$ cat src/rtl/mem_bus_ctrl_if.sv
// rtl/mem_bus_ctrl_if.sv - request and external bus signals of the memory bus controller
interface mem_bus_ctrl_if;
    logic [23:0] req_addr;
    logic        req_re;
    logic        req_we;
    logic        req_word;
    logic [15:0] req_wdata;
    logic [15:0] rdata_o;
    logic        stall_o;
    logic        err_o;
    logic [22:0] bus_addr;
    logic        bus_cs_n;
    logic        bus_oe_n;
    logic        bus_we_n;
    logic [1:0]  bus_be_n;
    logic [15:0] bus_dout;
    logic        bus_dout_en;
    logic [15:0] bus_din;
    logic        bus_ready_i;

    // slave: the controller; master: pipeline stage plus the external device
    modport slave (
        input  req_addr, req_re, req_we, req_word, req_wdata, bus_din, bus_ready_i,
        output rdata_o, stall_o, err_o, bus_addr, bus_cs_n, bus_oe_n, bus_we_n,
        output bus_be_n, bus_dout, bus_dout_en
    );
    modport master (
        output req_addr, req_re, req_we, req_word, req_wdata, bus_din, bus_ready_i,
        input  rdata_o, stall_o, err_o, bus_addr, bus_cs_n, bus_oe_n, bus_we_n,
        input  bus_be_n, bus_dout, bus_dout_en
    );
endinterface

$ cat src/rtl/mem_bus_ctrl.sv
// rtl/mem_bus_ctrl.sv - timed 16-bit async SRAM/peripheral bus cycle generator with stall and timeout
module mem_bus_ctrl #(
    parameter int RD_WAIT = 1,
    parameter int WR_WAIT = 1,
    parameter int TIMEOUT = 255
) (
    input  logic          clk,
    input  logic          rst_n,
    mem_bus_ctrl_if.slave bus
);
    localparam logic [1:0] S_IDLE   = 2'd0;
    localparam logic [1:0] S_ACCESS = 2'd1;
    localparam logic [1:0] S_DONE   = 2'd2;
    localparam logic [15:0] TO_LAST = (TIMEOUT == 0) ? 16'd0 : 16'(TIMEOUT - 1);

    logic [1:0]  state;
    logic [3:0]  wcnt;
    logic [15:0] tcnt;
    logic        is_wr;
    logic [15:0] rdata_q;
    logic        err_q;
    logic        cs_n_q, oe_n_q, we_n_q, dout_en_q;
    logic [1:0]  be_n_q;
    logic [22:0] addr_q;
    logic [15:0] dout_q;
    logic        req_any, timed_out, finish;

    always_comb begin
        req_any   = bus.req_re | bus.req_we;
        timed_out = (TIMEOUT != 0) && (wcnt == 4'd0) && !bus.bus_ready_i && (tcnt == TO_LAST);
        finish    = (state == S_ACCESS) && (wcnt == 4'd0) && (bus.bus_ready_i || timed_out);
    end

    always_ff @(posedge clk) begin
        if (!rst_n) begin
            state     <= S_IDLE;
            wcnt      <= 4'd0;
            tcnt      <= 16'd0;
            is_wr     <= 1'b0;
            rdata_q   <= 16'd0;
            err_q     <= 1'b0;
            cs_n_q    <= 1'b1;
            oe_n_q    <= 1'b1;
            we_n_q    <= 1'b1;
            dout_en_q <= 1'b0;
            be_n_q    <= 2'b11;
            addr_q    <= 23'd0;
            dout_q    <= 16'd0;
        end else begin
            err_q <= 1'b0;
            case (state)
                S_IDLE: begin
                    if (req_any) begin
                        // a simultaneous read is dropped in favour of the write
                        is_wr     <= bus.req_we;
                        wcnt      <= bus.req_we ? 4'(WR_WAIT) : 4'(RD_WAIT);
                        tcnt      <= 16'd0;
                        addr_q    <= bus.req_addr[23:1];
                        cs_n_q    <= 1'b0;
                        oe_n_q    <= bus.req_we;
                        we_n_q    <= ~bus.req_we;
                        dout_en_q <= bus.req_we;
                        be_n_q    <= bus.req_word ? 2'b00 : (bus.req_addr[0] ? 2'b10 : 2'b01);
                        dout_q    <= bus.req_word ? bus.req_wdata : {2{bus.req_wdata[7:0]}};
                        state     <= S_ACCESS;
                    end
                end
                S_ACCESS: begin
                    if (wcnt != 4'd0) begin
                        wcnt <= wcnt - 4'd1;
                    end else if (!bus.bus_ready_i) begin
                        tcnt <= tcnt + 16'd1;
                    end
                    if (finish) begin
                        if (!is_wr) begin
                            rdata_q <= bus.bus_ready_i ? bus.bus_din : 16'hFFFF;
                        end
                        err_q     <= timed_out;
                        cs_n_q    <= 1'b1;
                        oe_n_q    <= 1'b1;
                        we_n_q    <= 1'b1;
                        dout_en_q <= 1'b0;
                        be_n_q    <= 2'b11;
                        state     <= S_DONE;
                    end
                end
                S_DONE:  state <= S_IDLE;
                default: state <= S_IDLE;
            endcase
        end
    end

    assign bus.stall_o     = !rst_n || (req_any && (state != S_DONE));
    assign bus.rdata_o     = rdata_q;
    assign bus.err_o       = err_q;
    assign bus.bus_addr    = addr_q;
    assign bus.bus_cs_n    = cs_n_q;
    assign bus.bus_oe_n    = oe_n_q;
    assign bus.bus_we_n    = we_n_q;
    assign bus.bus_be_n    = be_n_q;
    assign bus.bus_dout    = dout_q;
    assign bus.bus_dout_en = dout_en_q;
endmodule
$ cat src/flat_wrapper.sv
// flat-port wrapper written by rule: the top's interface ports become plain ports
module mem_bus_ctrl_flat 
#(
    parameter int RD_WAIT = 1,
    parameter int WR_WAIT = 1,
    parameter int TIMEOUT = 255
)
  (clk, rst_n, bus_req_addr, bus_req_re, bus_req_we, bus_req_word, bus_req_wdata, bus_bus_din, bus_bus_ready_i, bus_rdata_o, bus_stall_o, bus_err_o, bus_bus_addr, bus_bus_cs_n, bus_bus_oe_n, bus_bus_we_n, bus_bus_be_n, bus_bus_dout, bus_bus_dout_en);
  mem_bus_ctrl_if bus_i ();
  input  logic clk;
  input  logic rst_n;
  input wire logic [$bits(bus_i.req_addr)-1:0] bus_req_addr;
  input wire logic [$bits(bus_i.req_re)-1:0] bus_req_re;
  input wire logic [$bits(bus_i.req_we)-1:0] bus_req_we;
  input wire logic [$bits(bus_i.req_word)-1:0] bus_req_word;
  input wire logic [$bits(bus_i.req_wdata)-1:0] bus_req_wdata;
  input wire logic [$bits(bus_i.bus_din)-1:0] bus_bus_din;
  input wire logic [$bits(bus_i.bus_ready_i)-1:0] bus_bus_ready_i;
  output wire logic [$bits(bus_i.rdata_o)-1:0] bus_rdata_o;
  output wire logic [$bits(bus_i.stall_o)-1:0] bus_stall_o;
  output wire logic [$bits(bus_i.err_o)-1:0] bus_err_o;
  output wire logic [$bits(bus_i.bus_addr)-1:0] bus_bus_addr;
  output wire logic [$bits(bus_i.bus_cs_n)-1:0] bus_bus_cs_n;
  output wire logic [$bits(bus_i.bus_oe_n)-1:0] bus_bus_oe_n;
  output wire logic [$bits(bus_i.bus_we_n)-1:0] bus_bus_we_n;
  output wire logic [$bits(bus_i.bus_be_n)-1:0] bus_bus_be_n;
  output wire logic [$bits(bus_i.bus_dout)-1:0] bus_bus_dout;
  output wire logic [$bits(bus_i.bus_dout_en)-1:0] bus_bus_dout_en;
  assign bus_i.req_addr = bus_req_addr;
  assign bus_i.req_re = bus_req_re;
  assign bus_i.req_we = bus_req_we;
  assign bus_i.req_word = bus_req_word;
  assign bus_i.req_wdata = bus_req_wdata;
  assign bus_i.bus_din = bus_bus_din;
  assign bus_i.bus_ready_i = bus_bus_ready_i;
  assign bus_rdata_o = bus_i.rdata_o;
  assign bus_stall_o = bus_i.stall_o;
  assign bus_err_o = bus_i.err_o;
  assign bus_bus_addr = bus_i.bus_addr;
  assign bus_bus_cs_n = bus_i.bus_cs_n;
  assign bus_bus_oe_n = bus_i.bus_oe_n;
  assign bus_bus_we_n = bus_i.bus_we_n;
  assign bus_bus_be_n = bus_i.bus_be_n;
  assign bus_bus_dout = bus_i.bus_dout;
  assign bus_bus_dout_en = bus_i.bus_dout_en;
  mem_bus_ctrl #(.RD_WAIT(RD_WAIT), .WR_WAIT(WR_WAIT), .TIMEOUT(TIMEOUT)) u_core (.clk(clk), .rst_n(rst_n), .bus(bus_i));
endmodule
$ cat config.mk
export PLATFORM = sky130hd
export DESIGN_NAME = mem_bus_ctrl_flat
export DESIGN_NICKNAME = d
export VERILOG_FILES = /design/src/rtl/mem_bus_ctrl_if.sv /design/src/rtl/mem_bus_ctrl.sv /design/src/flat_wrapper.sv
export SDC_FILE = /design/constraint.sdc
export NUM_CORES = 1
export LEC_CHECK = 0
export BUFFER_PORTS_ARGS = -buffer_cell sky130_fd_sc_hd__buf_2
export CORE_ASPECT_RATIO = 0.75
export CORE_MARGIN = 3
export CORE_UTILIZATION = 53
export DETAILED_ROUTE_END_ITERATION = 7
export GPL_ROUTABILITY_DRIVEN = 1
export MAX_ROUTING_LAYER = met4
export PLACE_DENSITY = 0.84
export SLEW_MARGIN = 10
export SYNTH_ARGS = -nofsm -noshare
export SYNTH_HDL_FRONTEND = slang
export SYNTH_SLANG_ARGS = --single-unit
$ cat constraint.sdc
create_clock -name clk -period 4.7 [get_ports clk]
set_input_delay 0 -clock clk [delete_from_list [all_inputs] [get_ports clk]]
set_output_delay 0 -clock clk [all_outputs]
set_load 0.02 [all_outputs]
=== Word-level counts from Yosys, hierarchy flattened ===
Index checks and enable logic that the tools add are counted.

* Bits in registers: 85
* Word-level logic and storage cells: 72
* Output and inout bits: 63
* Input bits: 62

* Reductions and logical operators: 20
* Add/sub/neg operators: 2
* Eq/ne operators: 8
* Bitwise gates (word level): 3
* Muxes and demuxes: 26

{| class="wikitable"
|+ Operators by type and width
! kind !! count
|-
| 16-bit 2-to-1 mux || 5
|-
| 16-bit case mux with 2 select lines || 1
|-
| 16-bit by 1-bit adder with 16-bit output, second input constant || 1
|-
| 16-bit by 8-bit equality test with 1-bit output, second input constant || 1
|-
| 2-bit 2-to-1 mux || 6
|-
| 3-bit AND reduction || 4
|-
| 4-bit 2-to-1 mux || 2
|-
| 2-bit != test, second input constant || 4
|-
| 1-bit case mux with 2 select lines || 4
|-
| 2-bit case mux with 2 select lines || 2
|-
| 4-bit case mux with 2 select lines || 1
|-
| 1-bit logical AND || 5
|-
| 1-bit 2-to-1 mux || 5
|-
| 4-bit zero test || 1
|-
| 2-bit by 1-bit != test with 1-bit output, second input constant || 2
|-
| 2-bit AND reduction || 2
|-
| 4-bit AND reduction || 1
|-
| 4-bit nonzero test || 1
|-
| 4-bit by 1-bit subtractor with 4-bit output, second input constant || 1
|-
| 2-bit by 1-bit equality test with 1-bit output, second input constant || 1
|-
| 1-bit zero test || 2
|-
| 2-bit zero test || 1
|-
| 1-bit logical OR || 2
|-
| 1-bit NOT || 2
|-
| 2 further kinds || 2
|}

=== Longest topological paths before layout ===
Gate-level depths: netlist of the first run.

* Depth in word-level cells: 7
* Depth in mapped cells: 8
* Mapped depth without buffers: 6

=== Worst setup path after synthesis of the first run ===
No wires, ideal clock.

* Path type: register -> register
* Start: register u_core.wcnt[0]
* End: register u_core.rdata_q[10] (netlist: u_core.bus.rdata_o[10])
* Period minus slack after synthesis: 1.837 ns
* Path buffers: 1
* Setup slack: 2.863 ns
* Library setup time: 0.119 ns
* Arrival: 1.718 ns
* Stages on the path, launching flop included: 8
* Data required time: 4.581 ns
* Path through: dfxtp_1 > inv_1 > ha_1 > or3b_4 > nor2_4 > nand3_1 > buf_2 > o221a_2

* Word-level cells in the longest chain between the ends: 6
* Elaborated cells on any way between the ends: 7
* Classes of those cells: reduce/logical (7)

{| class="wikitable"
|+ RTL lines
! element !! line !! RTL
|-
| start: declaration || mem_bus_ctrl.sv:17 || <nowiki>logic [3:0] wcnt;</nowiki>
|-
| start signal: assignment || mem_bus_ctrl.sv:56 || <nowiki>wcnt <= bus.req_we ? 4'(WR_WAIT) : 4'(RD_WAIT);</nowiki>
|-
| start signal: assignment || mem_bus_ctrl.sv:70 || <nowiki>wcnt <= wcnt - 4'd1;</nowiki>
|-
| 4-bit zero test * || mem_bus_ctrl.sv:30, mem_bus_ctrl.sv:31 ||
|-
| 1-bit logical AND (2 in a row) || mem_bus_ctrl.sv:30 || <nowiki>timed_out = (TIMEOUT != 0) && (wcnt == 4'd0) && !bus.bus_ready_i && (tcnt == TO_LAST);</nowiki>
|-
| 1-bit logical OR || mem_bus_ctrl.sv:31 || <nowiki>finish = (state == S_ACCESS) && (wcnt == 4'd0) && (bus.bus_ready_i || timed_out);</nowiki>
|-
| 1-bit logical AND * || mem_bus_ctrl.sv:31 ||
|-
| 3-bit AND reduction (no line) * || -- ||
|-
| end signal: assignment || mem_bus_ctrl.sv:76 || <nowiki>rdata_q <= bus.bus_ready_i ? bus.bus_din : 16'hFFFF;</nowiki>
|-
| end: declaration || mem_bus_ctrl.sv:20 || <nowiki>logic [15:0] rdata_q;</nowiki>
|}

Mark *: on every way between the ends. The rest lies on a longest branch, timed or not.
A chain may end at the register's enable or synchronous reset.

=== Worst setup path after layout of the first run ===
* Start: register u_core.wcnt[0]
* End: register u_core.rdata_q[12] (netlist: u_core.bus.rdata_o[12])

The elaborated chain is that of the path after synthesis.

==> run metrics, run 1 <==
core area 0.00610 mm²; CTS H-tree lvls 3; Power Density 394 mW/mm²; worst hold slack 0.0129 ns; met2 Use GR 0.482; reg2reg start u_core.wcnt[0]; WL final 11.2 mm; Worst-Skew Late Latency 0.35 ns; worst slack at placement 2.55 ns; CTS tree built; Die ar. 0.00761 mm²; Final HPWL DP 6.21 mm; Non-Filler Instances 638; Post-DP Area 0.00412 mm²; largest net degree at the start of global routing 48; DR pass1 iterations 5; post-synth cell types 53; Mapped Cells 387; outcome completed; max-cap viol count 0; Critical Path RT 4.94 ns; Top Usage Layer GRT met2; first-pass GRT wire length 17.8 mm; IO Count 125; power consumption 1.93 mW; Starting Density 0.573; Ys Warns 0; CP Capture Type flop; cell area after synthesis 0.00349 mm²; RSZ-0062 raised after global routing false; Synth async-reset ratio 0; initial antenna violation count 0; clock buffer count from CTS 9; DRC violations left 0; setup skew after layout 0.0101 ns; setup bufs post-CTS 0; Setup CP Type flop to flop; post-route cell area 0.00491 mm²; Hold Crit Start bus_req_wdata[9]; Syn Nets 452; slew at the pin closest to its max-slew limit 0.866 ns; Die Y 76.3 µm; routability-driven placement congestion ratio 0.888; PortBufs 124; most frequent cell after synthesis dfxtp_1; # setup viols final 0; Worst Hold End u_core.bus.bus_dout[9]; WL/cell 17.5 µm; r2r endpoint u_core.bus.rdata_o[12]; vias per inst 5.90; leading area contributor after synthesis dfxtp_1; Final WS setup 2.45 ns; top cells by count, synth 85 x dfxtp_1, 77 x nand2_1, 46 x a21oi_1; crit path time final 2.25 ns; grt met1 use 0.351; final net count 619; average size of a mapped cell 9.02 µm²; R2R depth 6; predominant post-synthesis flop cell dfxtp_1; grt ovf 0; period utilization 0.478; initial DRC count 308; sequential fraction of the synthesis area 0.487; #FFs+latches synth 85; Pleak 2.14 nW; fill count 337; vias in the first global route 3580; Hold-fix buffers, CTS 53; Slew HR 0.423; post-placement cell count 567; ANT nets after route 0; Layout Area Growth over Synthesis 40.6%; post-CTS sizing 0; Reg clk slew, reported paths 0.09 ns; share of cells above drive strength 1 0.306; final number of hold-violating endpoints 0; HP Class input port to flop; worst hold stages 3; number of flops mapped to enable cells by yosys 0; setup TNS 0 ns; reg-to-reg slack, setup 2.45 ns; maximum vdd drop 0.000266 V; ranking of synthesized cells by area dfxtp_1 49%, nand2_1 8.3%, a21oi_1 6.6%; Max Slew Vio Count 0; Post-Route Utilization 0.805; GRT met3 Usage 0.0759; crit path max fanout 16; f_max 0.445 GHz; maximum clock path buffer count 2; proportion of netlist area held by the largest area contributor 0.487; Rows 24; clock net sink count 85; DR vias 3762; Arr. time, crit path 2.49 ns; crit start category flop; die width 99.7 µm; GRT Total Usage 0.298; Root Buffer clkbuf_8
## worst max-delay path, cell delays in order (launching register included)
cell     delay [ns]
dfxtp_1        0.35
inv_1          0.06
ha_1           0.20
or3b_4         0.43
nor2_4         0.17
nand3_1        0.47
o221a_2        0.45
## final cells by class
| class | count | area, µm² | share of cell area |
|---|---|---|---|
| sequential | 85 | 1700 | 0.347 |
| multi-input combinational | 265 | 1630 | 0.332 |
| timing repair buffer | 181 | 1180 | 0.241 |
| clock buffer | 11 | 141 | 0.0288 |
| clock inverter | 5 | 106 | 0.0217 |
| tap | 78 | 97.6 | 0.0199 |
| inverter | 12 | 45.0 | 0.00917 |
| antenna | 1 | 2.50 | 0.000510 |
## cell usage in the layout, fill, tap and decap left out, types with 3 or more instances in the layout
| master | Yosys | final |
|---|---|---|
| nand3_1 | 7 | 7 |
| nand2_1 | 77 | 77 |
| and4_1 | 3 | 3 |
| or4_1 | 8 | 8 |
| dfxtp_1 | 85 | 85 |
| o32a_1 | 3 | 3 |
| o221a_2 | 16 | 16 |
| nor3_1 | 5 | 5 |
| nor2b_1 | 3 | 3 |
| bufinv_16 | 0 | 3 |
| mux2i_1 | 11 | 11 |
| o31ai_1 | 9 | 9 |
| clkbuf_8 | 0 | 10 |
| a211oi_1 | 9 | 9 |
| o21ai_0 | 5 | 5 |
| buf_4 | 0 | 3 |
| nor2_1 | 16 | 15 |
| dlygate4sd3_1 | 0 | 54 |
| a21oi_1 | 46 | 46 |
| ha_1 | 3 | 3 |
| o2111ai_1 | 3 | 3 |
| nand2b_1 | 5 | 5 |
| inv_1 | 11 | 11 |
| buf_2 | 6 | 124 |
## where the power goes
part	switching, mW	internal (mW)	total (mW)
clock	0.257	0.370	0.627
combinational	0.291	0.181	0.472
sequential	0.0450	0.789	0.834
total	0.594	1.34	1.93
## worst max-delay path by stage
stage,start,to,slack [ns]
detailed placement,u_core.wcnt[0],u_core.bus.rdata_o[9],2.55
global route,u_core.wcnt[0],u_core.bus.rdata_o[12],2.29
CTS,u_core.wcnt[0],u_core.bus.rdata_o[9],2.52
floorplan,u_core.wcnt[0],u_core.bus.rdata_o[10],2.86
global placement,u_core.wcnt[0],u_core.bus.rdata_o[11],2.61
finish,u_core.wcnt[0],u_core.bus.rdata_o[12],2.45
## registers in the layout, indices dropped and copies added, names as in the netlist
signal and flops:
u_core.bus.bus_dout_en 1, u_core.tcnt 16, u_core.bus.rdata_o 16, u_core.bus.bus_be_n 2
u_core.bus.bus_addr 23, u_core.bus.bus_cs_n 1, u_core.bus.bus_we_n 1, u_core.bus.bus_oe_n 1
u_core.wcnt 4, u_core.bus.err_o 1, u_core.is_wr 1, u_core.state 2
u_core.bus.bus_dout 16
## logic make-up after synthesis
logic type	share of synthesized area
AO/OA/AOI/OAI	0.221
flip-flops	0.487
AND/OR/NAND/NOR	0.203
multiplexers	0.0315
adder cells (fa/ha/maj)	0.0107
buffers and inverters	0.0462
## layer usage
metal | vias to the layer above | part of all wire
li1 | 1731 | -
met1 | 1759 | 0.40
met2 | 221 | 0.48
met3 | 51 | 0.083
met4 | 0 | 0.038
met5 | - | 0
(Power assumes the default switching activity.)
==> run 2: changes to the inputs <==
CORE_UTILIZATION = 44   (was 53)
PLACE_DENSITY = 0.75   (was 0.84)
clock period = 2.04 ns   (was 4.7 ns; I/O delays follow)
==> run 2 against run 1 <==
Total power rose by 120%. Cell count increased by 4.9%. Clock-buffer cell count is 2 lower.
==> run metrics, run 2 (synthesized netlist as in run 1, its figures left out) <==
CP bufs+invs 1; initial DRC count 170; post-route cell area 0.00500 mm²; f_max 0.520 GHz; Clock power frac 0.289; maximum vdd drop 0.000404 V; Starting Density 0.464; crit path time final 1.92 ns; DRC violations left 0; routability-driven placement congestion ratio 0.843; initial antenna violation count 0; Final HPWL DP 6.35 mm; CTS H-tree lvls 3; clock net sink count 85; period utilization 0.942; CP Capture Type flop; ANT nets after route 0; CP cell instances inv_1 -> ha_1 -> nor3b_4 -> a22oi_2 -> or4_1 -> a21oi_1; crit path max fanout 11; Pleak 2.17 nW; met2 Use GR 0.361; share of cells above drive strength 1 0.315; grt met1 use 0.271; Comb power frac 0.262; vias in the first global route 3514; # setup viols final 0; core area 0.00753 mm²; ANT cells 0; WL final 10.0 mm; CP max stage cell or4_1; Sw Ratio 0.330; clock buffer count from CTS 9; Layout Area Growth over Synthesis 43.1%; Arr. time, crit path 2.21 ns; Max Slew Vio Count 0; max-cap viol count 0; maximum clock path buffer count 2; GRT Total Usage 0.228; GRT met3 Usage 0.0583; Root Buffer clkbuf_8; Post-DP Area 0.00420 mm²; vias per inst 5.37; largest net degree at the start of global routing 48; Power Density 853 mW/mm²; Worst-Skew Late Latency 0.36 ns; WL/cell 15.0 µm; Pint 2.86 mW; Critical Path RT 2.33 ns; IO Count 125; slowest stage delay, CP 0.54 ns; slew at the pin closest to its max-slew limit 0.528 ns; grt ovf 0; Rows 27; Slew HR 0.648; worst hold slack 0.0413 ns; setup TNS 0 ns; PortBufs 124; setup bufs post-CTS 0; die width 109 µm; Reg clk slew, reported paths 0.09 ns; outcome completed; delay-heaviest family, CP simple AND/OR/NAND/NOR gates; CTS tree built; crit start category flop; P_sw 1.41 mW; final number of hold-violating endpoints 0; power consumption 4.26 mW; final net count 628; max reg flops 23; setup skew after layout 0.0107 ns; DR pass1 iterations 5; Die ar. 0.00905 mm²; Die Y 83.2 µm; Setup CP Type flop to flop; Top Usage Layer GRT met2; commonest non-fill, non-tap cells in the layout 124 x buf_2, 85 x dfxtp_1, 77 x nand2_1; DR vias 3591; commonest non-fill, non-tap cell in the layout buf_2; first-pass GRT wire length 16.3 mm; HP Class input port to flop; sequential power share 0.448
==> run 2: through the flow <==
stage | setup slack [ns] | instances | utilization
floorplan | 0.203 | 387 | -
global placement | 0.205 | 595 | 0.557
detailed placement | 0.0894 | 595 | 0.557
CTS | 0.0470 | 668 | 0.660
global route | -0.00951 | 669 | 0.663
finish | 0.118 | 669 | 0.663
==> run 2: final cells by class <==
type | instances | area [µm²]
Inverter | 12 | 45.0
Sequential cell | 85 | 1700
Multi-Input combinational cell | 266 | 1660
Clock inverter | 7 | 80.1
Clock buffer | 9 | 124
Tap cell | 101 | 126
Timing Repair Buffer | 189 | 1260
Fill cell | 583 | 2540
==> run 2: per-layer routing <==
metal / part of all wire / vias up
met3: 0.072 / 25
met5: 0 / -
met1: 0.42 / 1670
li1: - / 1755
met4: 0.027 / 0
met2: 0.48 / 141
==> run 2: final timing paths <==
path | from | endpoint | slack, ns | cells after the start
max | u_core.wcnt[0] | u_core.tcnt[3] | 0.12 | 6
min reg2reg | u_core.bus.bus_we_n | u_core.bus.bus_we_n | 0.45 | 2
max reg2reg | u_core.wcnt[0] | u_core.tcnt[3] | 0.12 | 6
min | bus_req_wdata[9] | u_core.bus.bus_dout[9] | 0.04 | 3
==> run 2: repair_timing <==
| action | 4_1_cts | 5_1_grt |
|---|---|---|
| hold buffers | 57 | 0 |
| endpoints found under the hold margin | 57 | 0 |
| gates resized for setup | 0 | 3 |
| setup endpoints to repair | 0 | 14 |
==> run 2: worst register-to-register path, stage by stage (launching register included) <==
cell     delay, ns
dfxtp_1       0.34
inv_1         0.07
ha_1          0.20
nor3b_4       0.31
a22oi_2       0.21
or4_1         0.54
a21oi_1       0.17
==> run 2: power by group through the flow <==
stage | Clock, mW | Sequential, mW | Combinational (mW)
detailed placement | 0 | 1.94 | 0.997
global route | 1.34 | 1.93 | 1.22
finish | 1.23 | 1.91 | 1.12
global placement | 0 | 1.94 | 0.976
CTS | 1.28 | 1.91 | 1.09
floorplan | 0 | 2.11 | 0.497
==> run 3: changes to the inputs <==
==> constraint.sdc (replaced) <==
create_clock -name clk -period 2.04 [get_ports clk]
set_input_delay 0.204 -clock clk [delete_from_list [all_inputs] [get_ports clk]]
set_output_delay 0.204 -clock clk [all_outputs]
set_load 0.02 [all_outputs]
==> run 3 against run 2 <==
Maximum frequency down 2.9%. Sequential share of layout area up 4.3 points. Register-to-register slack worse by 0.06 ns. Global-route usage down 2.7 points. Combinational power down 9%. Hold slack better by 0.040 ns.
==> run metrics, run 3 (synthesized netlist as in run 1, its figures left out) <==
outcome completed; Critical Path RT 2.28 ns; DR vias 3318; Final WS setup 0.0606 ns; period utilization 0.970; Die ar. 0.00905 mm²; commonest non-fill, non-tap cells in the layout 124 x buf_2, 85 x dfxtp_1, 77 x nand2_1; CTS tree built; vias in the first global route 3124; r2r endpoint u_core.tcnt[14]; sequential power share 0.453; Reg clk slew, reported paths 0.08 ns; commonest non-fill, non-tap cell in the layout buf_2; crit path from u_core.wcnt[0]; Rows 27; post-placement cell count 595; delay-heaviest family, CP simple AND/OR/NAND/NOR gates; Pint 2.90 mW; clock buffer count from CTS 9; CP max stage cell nor4_2; Non-Filler Instances 613; CP Depth 6; fill count 650; Slew HR 0.626; setup skew after layout 0.00881 ns; max reg flops 23; clock net sink count 85; Power Density 948 mW/mm²; Arr. time, crit path 2.22 ns; worst slack at placement -0.0443 ns; R2R depth 6; Clock power frac 0.304; final number of hold-violating endpoints 0; slew at the pin closest to its max-slew limit 0.555 ns; die width 109 µm; WL final 8.91 mm; initial DRC count 262; Starting Density 0.464; CP cell instances inv_1 -> ha_1 -> or3b_4 -> nor4_2 -> o2111ai_1 -> mux2i_1; # setup viols final 0; crit start category flop; DR pass1 iterations 5; crit path time final 1.98 ns; HP Class input port to flop; grt ovf 0; f_max 0.505 GHz; Final HPWL DP 6.37 mm; ANT nets after route 0; core area 0.00753 mm²; Root Buffer clkbuf_8; CP Capture Type flop; Pleak 1.94 nW; reg2reg start u_core.wcnt[0]; worst hold slack 0.0815 ns; Die Y 83.2 µm; Setup CP Type flop to flop; CTS H-tree lvls 3; RSZ-0062 raised after global routing false; setup TNS 0 ns; GRT Total Usage 0.201; reg-to-reg slack, setup 0.06 ns; PortBufs 124; Sw Ratio 0.311; Layout Area Growth over Synthesis 27.2%; Critical Path End u_core.tcnt[14]; Worst-Skew Late Latency 0.35 ns; IO Count 125; largest net degree at the start of global routing 48; WL/cell 14.5 µm; initial antenna violation count 0; first-pass GRT wire length 14.7 mm; share of cells above drive strength 1 0.348; ANT cells 0; crit path max fanout 4; DRC violations left 0; Comb power frac 0.243; CP bufs+invs 1; maximum clock path buffer count 2; Max Slew Vio Count 0; vias per inst 5.41; slowest stage delay, CP 0.45 ns; max-cap viol count 0; maximum vdd drop 0.000555 V; Hold-fix buffers, CTS 0; P_sw 1.31 mW; final net count 572; routability-driven placement congestion ratio 0.861
run 3: cell count changes in the layout (fill, tap and decap cells not counted):
| cell | delta |
|---|---|
| inv_6 | -3 |
| nor4_4 | -1 |
| o22ai_2 | +1 |
| clkinv_2 | -1 |
| clkinv_4 | +2 |
| or4_1 | +1 |
| bufinv_16 | +1 |
| clkbuf_1 | +2 |
| buf_4 | +1 |
| o22ai_1 | -1 |
| nor4_2 | +1 |
| or4_4 | -1 |
| inv_8 | -1 |
| dlygate4sd3_1 | -57 |
run 3: stage by stage:
stage	power (mW)	instance area, µm²	util
floorplan	2.60	3490	-
finish	4.21	4440	0.589
detailed placement	2.93	4200	0.557
CTS	4.24	4430	0.589
global placement	2.91	4200	0.557
global route	4.45	4440	0.589
run 3: worst min path at each step:
stage / cells past startpoint / startpoint / to / slack, ns
after CTS: 3 / bus_req_addr[6] / u_core.bus.bus_addr[5] / 0.07
after floorplan: 2 / bus_req_addr[1] / u_core.bus.bus_addr[0] / 0.34
after global placement: 1 / u_core.is_wr / u_core.is_wr / 0.43
after global routing: 3 / bus_req_addr[20] / u_core.bus.bus_addr[19] / 0.07
after detailed placement: 1 / u_core.is_wr / u_core.is_wr / 0.44
final: 3 / bus_req_addr[19] / u_core.bus.bus_addr[18] / 0.08
run 3: timing repair:
item                       CTS  global route
resized for setup            1             1
pin swaps                    1             1
setup buffers                1             0
cloned                       1             0
setup endpoints to repair    9             3
run 3: per-layer routing:
metal,wire length (µm),vias to the layer above,GRT usage
met1,4060,1533,0.267
met5,0,-,-
met3,679,17,0.0505
met4,154,0,0.0596
li1,-,1641,-
met2,4010,127,0.302
run 3: power by group through the flow:
| stage | registers, mW | clock network [mW] | logic [mW] |
|---|---|---|---|
| finish | 1.91 | 1.28 | 1.02 |
| global route | 1.93 | 1.39 | 1.12 |
| floorplan | 2.11 | 0 | 0.497 |
| global placement | 1.94 | 0 | 0.971 |
| CTS | 1.91 | 1.31 | 1.02 |
| detailed placement | 1.95 | 0 | 0.989 |
run 3: area by class of cell:
type                    count  area [µm²]  area share
repair buffers            133         701       0.158
clock inverters             5        85.1      0.0192
multi-input cells         266        1650       0.372
clock buffers              11         131      0.0296
well taps                 101         126      0.0285
inverters                  12        45.0      0.0101
flip-flops and latches     85        1700       0.383
run 3: worst reg2reg max path, cell delays in order (launching register included):
cell	delay (ns)
dfxtp_1	0.34
inv_1	0.06
ha_1	0.21
or3b_4	0.44
nor4_2	0.45
o2111ai_1	0.21
mux2i_1	0.15
